==> config.mk <==
export PLATFORM = sky130hd
export DESIGN_NAME = cordic_nco_frontend_flat
export DESIGN_NICKNAME = d
export VERILOG_FILES = /design/src/rtl/cordic_nco_if.sv /design/src/rtl/cordic_nco_frontend.sv /design/src/flat_wrapper.sv
export SDC_FILE = /design/constraint.sdc
export NUM_CORES = 1
export LEC_CHECK = 0
export BUFFER_PORTS_ARGS = -buffer_cell sky130_fd_sc_hd__buf_4
export CAP_MARGIN = 40
export CORE_UTILIZATION = 50
export CTS_BUF_LIST = sky130_fd_sc_hd__clkbuf_8
export DETAILED_ROUTE_END_ITERATION = 7
export GPL_TIMING_DRIVEN = 0
export PLACE_DENSITY = 0.7
export SLEW_MARGIN = 20
export SYNTH_ARGS = -nofsm -noshare
export SYNTH_HDL_FRONTEND = slang
export SYNTH_SLANG_ARGS = --single-unit
==> constraint.sdc <==
create_clock -name clk -period 4.7 [get_ports clk]
set_input_delay 0.94 -clock clk [delete_from_list [all_inputs] [get_ports clk]]
set_output_delay 0.94 -clock clk [all_outputs]
set_load 0.005 [all_outputs]
==> src/rtl/cordic_nco_if.sv <==
// Signal bundle between the NCO front end and its surroundings: phase control,
// CORDIC core drive/return, and the corrected sin/cos output.
interface cordic_nco_if #(
   parameter int PHASE_W = 32
);
   logic               en;
   logic               load;
   logic [PHASE_W-1:0] phase_init;
   logic [PHASE_W-1:0] phase_inc;
   logic [15:0]        x_in;
   logic [15:0]        y_in;
   logic [15:0]        theta_in;
   logic [15:0]        sinx_raw;
   logic [15:0]        cosx_raw;
   logic [15:0]        sin_out;
   logic [15:0]        cos_out;
   logic               out_valid;

   modport master (
      output en, load, phase_init, phase_inc, sinx_raw, cosx_raw,
      input  x_in, y_in, theta_in, sin_out, cos_out, out_valid
   );

   modport slave (
      input  en, load, phase_init, phase_inc, sinx_raw, cosx_raw,
      output x_in, y_in, theta_in, sin_out, cos_out, out_valid
   );
endinterface

==> src/rtl/cordic_nco_frontend.sv <==
// NCO front end for a pipelined CORDIC core: phase accumulation, quadrant fold,
// latency-matched sign correction. Define CORDIC_NCO_ROUND_EN to round theta.
module cordic_nco_frontend #(
   parameter int          PHASE_W = 32,
   parameter int          LATENCY = 16,
   parameter logic [15:0] XINIT   = 16'h26DD
) (
   input logic         clk,
   input logic         rst,
   cordic_nco_if.slave bus
);

   logic [PHASE_W-1:0] phase_acc_q, phase_acc_d;
   logic [15:0]        theta_q, theta_d;
   logic [LATENCY:0]   flag_q, flag_d;
   logic [LATENCY:0]   tag_q, tag_d;
   logic [15:0]        sin_q, sin_d;
   logic [15:0]        cos_q, cos_d;
   logic               valid_q, valid_d;

   logic [15:0]        p;
   logic [15:0]        a_fold;
   logic               fold_flag;
   logic               take;
   logic signed [31:0] prod;
   logic [15:0]        theta_calc;

   function automatic logic [15:0] neg_sat(input logic [15:0] v);
      return (v == 16'h8000) ? 16'h7FFF : (~v + 16'd1);
   endfunction

   // Quadrants 01/10 are rotated by pi into [-pi/2, pi/2); the flag undoes it later.
   always_comb begin
      p          = phase_acc_q[PHASE_W-1 -: 16];
      fold_flag  = p[15] ^ p[14];
      a_fold     = fold_flag ? {~p[15], p[14:0]} : p;
      prod       = 32'($signed(a_fold)) * 32'sd25736;
`ifdef CORDIC_NCO_ROUND_EN
      prod       = prod + 32'sd8192;
`endif
      theta_calc = 16'(prod >>> 14);
   end

   always_comb begin
      phase_acc_d = phase_acc_q;
      theta_d     = theta_q;
      take        = 1'b0;
      if (bus.load) begin
         phase_acc_d = bus.phase_init;
      end else if (bus.en) begin
         take        = 1'b1;
         theta_d     = theta_calc;
         phase_acc_d = phase_acc_q + bus.phase_inc;
      end
      flag_d  = {flag_q[LATENCY-1:0], take & fold_flag};
      tag_d   = {tag_q[LATENCY-1:0], take};
      // The core free-runs, so the outputs track it even for untagged slots.
      sin_d   = flag_q[LATENCY] ? neg_sat(bus.sinx_raw) : bus.sinx_raw;
      cos_d   = flag_q[LATENCY] ? neg_sat(bus.cosx_raw) : bus.cosx_raw;
      valid_d = tag_q[LATENCY];
   end

   always_ff @(posedge clk or posedge rst) begin
      if (rst) begin
         phase_acc_q <= '0;
         theta_q     <= '0;
         flag_q      <= '0;
         tag_q       <= '0;
         sin_q       <= '0;
         cos_q       <= '0;
         valid_q     <= 1'b0;
      end else begin
         phase_acc_q <= phase_acc_d;
         theta_q     <= theta_d;
         flag_q      <= flag_d;
         tag_q       <= tag_d;
         sin_q       <= sin_d;
         cos_q       <= cos_d;
         valid_q     <= valid_d;
      end
   end

   assign bus.x_in      = XINIT;
   assign bus.y_in      = 16'h0000;
   assign bus.theta_in  = theta_q;
   assign bus.sin_out   = sin_q;
   assign bus.cos_out   = cos_q;
   assign bus.out_valid = valid_q;

endmodule

==> src/flat_wrapper.sv <==
// flat-port wrapper written by rule: the top's interface ports become plain ports
module cordic_nco_frontend_flat 
#(
   parameter int          PHASE_W = 32,
   parameter int          LATENCY = 16,
   parameter logic [15:0] XINIT   = 16'h26DD
)
  (clk, rst, bus_en, bus_load, bus_phase_init, bus_phase_inc, bus_sinx_raw, bus_cosx_raw, bus_x_in, bus_y_in, bus_theta_in, bus_sin_out, bus_cos_out, bus_out_valid);
  cordic_nco_if #(.PHASE_W(PHASE_W)) bus_i ();
  input logic clk;
  input logic rst;
  input wire logic [$bits(bus_i.en)-1:0] bus_en;
  input wire logic [$bits(bus_i.load)-1:0] bus_load;
  input wire logic [$bits(bus_i.phase_init)-1:0] bus_phase_init;
  input wire logic [$bits(bus_i.phase_inc)-1:0] bus_phase_inc;
  input wire logic [$bits(bus_i.sinx_raw)-1:0] bus_sinx_raw;
  input wire logic [$bits(bus_i.cosx_raw)-1:0] bus_cosx_raw;
  output wire logic [$bits(bus_i.x_in)-1:0] bus_x_in;
  output wire logic [$bits(bus_i.y_in)-1:0] bus_y_in;
  output wire logic [$bits(bus_i.theta_in)-1:0] bus_theta_in;
  output wire logic [$bits(bus_i.sin_out)-1:0] bus_sin_out;
  output wire logic [$bits(bus_i.cos_out)-1:0] bus_cos_out;
  output wire logic [$bits(bus_i.out_valid)-1:0] bus_out_valid;
  assign bus_i.en = bus_en;
  assign bus_i.load = bus_load;
  assign bus_i.phase_init = bus_phase_init;
  assign bus_i.phase_inc = bus_phase_inc;
  assign bus_i.sinx_raw = bus_sinx_raw;
  assign bus_i.cosx_raw = bus_cosx_raw;
  assign bus_x_in = bus_i.x_in;
  assign bus_y_in = bus_i.y_in;
  assign bus_theta_in = bus_i.theta_in;
  assign bus_sin_out = bus_i.sin_out;
  assign bus_cos_out = bus_i.cos_out;
  assign bus_out_valid = bus_i.out_valid;
  cordic_nco_frontend #(.PHASE_W(PHASE_W), .LATENCY(LATENCY), .XINIT(XINIT)) u_core (.clk(clk), .rst(rst), .bus(bus_i));
endmodule
==> metrics.cfg <==
[yosys]
synth.area.top_cells = dfrtp_1 (32%), ha_1 (14%), fa_1 (8.0%), nand2_1 (4.6%), xnor2_1 (3.5%)
yosysTopAreaCellShare_pct = 31.8
syn_avg_cell_area_sq_um = 9.48
synth-seq-cells = 115
synth.distinct_cells = 74
synthArstFlopShare_pct = 100
syn_area_sq_um = 9050
synth_edf_count = 0
seq_area_frac_synth_pct = 31.8
yosys_warnings = 0
synth-main-ff-cell = dfrtp_1
synthCells = 954
synth_area_leader_cell = dfrtp_1

[critical_path]
path_cells = ha_1 -> inv_1 -> fa_1 -> inv_1 -> fa_1 -> fa_1 -> ha_1 -> ha_4 -> a21o_1 -> a41oi_4 -> a211oi_2 -> o21a_2 -> o311ai_4 -> a21oi_1 -> o31ai_1
crit_type = register to register
arrival_ps = 4810
crit_path_start_kind = register
cp_slowest_cell = fa_1
cpPeakStageDelay_ps = 530
cp-startpoint = u_core.phase_acc_q[18]$_DFFE_PP0P_
r2r_start = u_core.phase_acc_q[18]$_DFFE_PP0P_
crit_top_cell = fa_1
cp_data_required_time_ps = 5050
critPathMaxFanout = 6
cp-end-kind = register

[timing]
whs_ps = 345
worst_slack_ps = 236
finClkSkew_ps = 17.7
hold_viol_final = 0
maxSlewViolCount = 0
rsz0062_at_grt = false
finalSetupViolCount = 0
fin_crit_sh_pct = 95.0
slew_headroom_pct = 49.2
period_needed_ps = 4460
worstMarginPinSlew_ps = 761
max_freq_mhz = 224

[floorplanning]
core-area_sq_um = 17500
die_h_microns = 137
die_area_sq_um = 18600
rows = 48
start_util_pct = 51.8
die_x_microns = 137
io_pins = 181

[route]
post_drt_wl_per_cell_microns = 15.3
drt_wl_total_microns = 21300
drt_iter0_markers = 324
num_vias = 7502
via_per_inst = 5.37
drc_errors = 0
dr.pass1.iters = 5
ant_nets = 0

[job]
max_cap_viol_count = 0

[clock_network]
cts_sinks = 115
cts_tree = built
cts_buffer_depth = 2
clock_latency_ps = 450
cts_made_buffers = 17
cts_max_level = 4
clk_pin_slew_worst_paths_ps = 80
cts-root-buf = clkbuf_8

[placement]
place_ws_ps = 14.7
dp_hpwl_microns = 16600
routabilityCongestion = 0.905
io_buffers = 148

[final_layout]
area_growth_pct = 22.6
antenna_cells = 0
layout_common_cells = buf_4 (185), dfrtp_1 (111), nand2_1 (110), ha_1 (99), inv_1 (69)
fin_nets = 1394
fin_util_pct = 63.4
layout_commonest_cell = buf_4
nFillCells = 1511
drive_gt1_share_pct = 22.0

[grt]
antenna_found_initial = 0
overflow = 0
grt_pass1_vias = 7180
grt_util_all_layers_pct = 24.1
grt_pass1_wl_microns = 34500
grt_max_degree = 69

[power]
irDropWorstVdd_mv = 0.676
p_leak_uw = 0.00548
finalPower_uw = 7230
power.density_nw_per_um2 = 652

[worst_hold_path]
min_from = u_core.tag_q[4]$_DFF_PP0_
hp-class = register to register

[status]
status = finished clean

[synth_stat cells, drive strengths merged, types with 9 or more instances]
cell and count:
xnor2 36, nor2 38, ha 100, nand2 110, buf 38, a211oi 9, inv 71, clkbuf 25
nor3 20, nor2b 14, nand3 18, mux2i 13, a21oi 45, o21ai 64, or3 9, o31ai 13
xor2 34, fa 36, a21o 29, dfrtp 115
[per-layer routing]
layer  wire length [microns]  vias up  GRT usage [%]
met2                    9950      208           39.1
met1                    9810     3586           31.9
met3                    1130       28           4.30
met5                       0        -              0
met4                     425        0           9.75
li1                        -     3680              -
[sequential cells by signal, indices dropped and copies added (netlist names)]
register and count:
u_core.bus.out_valid 1, u_core.bus.sin_out 16, u_core.bus.cos_out 16, u_core.bus.theta_in 16, u_core.phase_acc_q 32, u_core.flag_q 17, u_core.tag_q 17
[through the flow]
stage | setup TNS [ps] | area (sq um) | std cells
6_report | 0 | 11100 | 1396
5_1_grt | 0 | 11100 | 1396
4_1_cts | 0 | 11000 | 1391
3_5_place_dp | 0 | 10600 | 1359
3_3_place_gp | -68080 | 10600 | 1357
2_1_floorplan | 0 | 9160 | 984
[path summary, 6_finish.rpt]
check,endpoint,slack (ps),depth (start not counted)
worst min-delay path,u_core.tag_q[5]$_DFF_PP0_,340,0
worst min register to register,u_core.tag_q[5]$_DFF_PP0_,340,0
max in group asynchronous,u_core.phase_acc_q[22]$_DFFE_PP0P_,3470,3
min in group asynchronous,u_core.bus.out_valid$_DFF_PP0_,510,2
worst max-delay path,u_core.bus.theta_in[15]$_DFFE_PP0P_,240,15
worst max register to register,u_core.bus.theta_in[15]$_DFFE_PP0P_,240,15
[kinds of logic (layout without fill, tap and decap cells)]
family          Yosys count  after routing  share of synthesized area [%]
flops                   115            115                           31.8
mux                      16             16                           1.81
fa+ha+maj               136            136                           21.8
other cells               2             32                         0.0830
xor+xnor                 70             70                           6.78
compound gates          225            225                           17.2
simple gates            256            256                           13.6
buf+inv                 134            321                           6.97
[power breakdown]
part	total (uW)	internal, uW	switching [uW]
Sequential	1320	1180	140
Clock	926	442	485
Combinational	4990	2350	2640
Total	7230	3970	3260
[cell type report]
| class | instances | area (sq um) | area share [%] |
|---|---|---|---|
| multi-input cells | 735 | 5700 | 51.4 |
| clock inverters | 15 | 159 | 1.43 |
| repair buffers | 155 | 1190 | 10.7 |
| clock buffers | 17 | 234 | 2.11 |
| plain buffers | 63 | 364 | 3.28 |
| inverters | 71 | 275 | 2.48 |
| flip-flops and latches | 115 | 2880 | 26.0 |
| well taps | 225 | 282 | 2.54 |
[worst max-delay path: cells and delay by family (launching register included)]
family	cells	cell delay, ps
AOI/OAI and AO/OA	7	1440
DFF	1	470
buffers and inverters	2	110
adders and majority gates	6	2360
[timing repair]
item / in CTS / in global routing
endpoints found under the setup margin: 2 / 6
pin swaps: 0 / 0
setup buffers: 0 / 5
hold buffers: 0 / 0
gates resized for setup: 3 / 9
No activity file was read; power rests on OpenSTA's default activity.
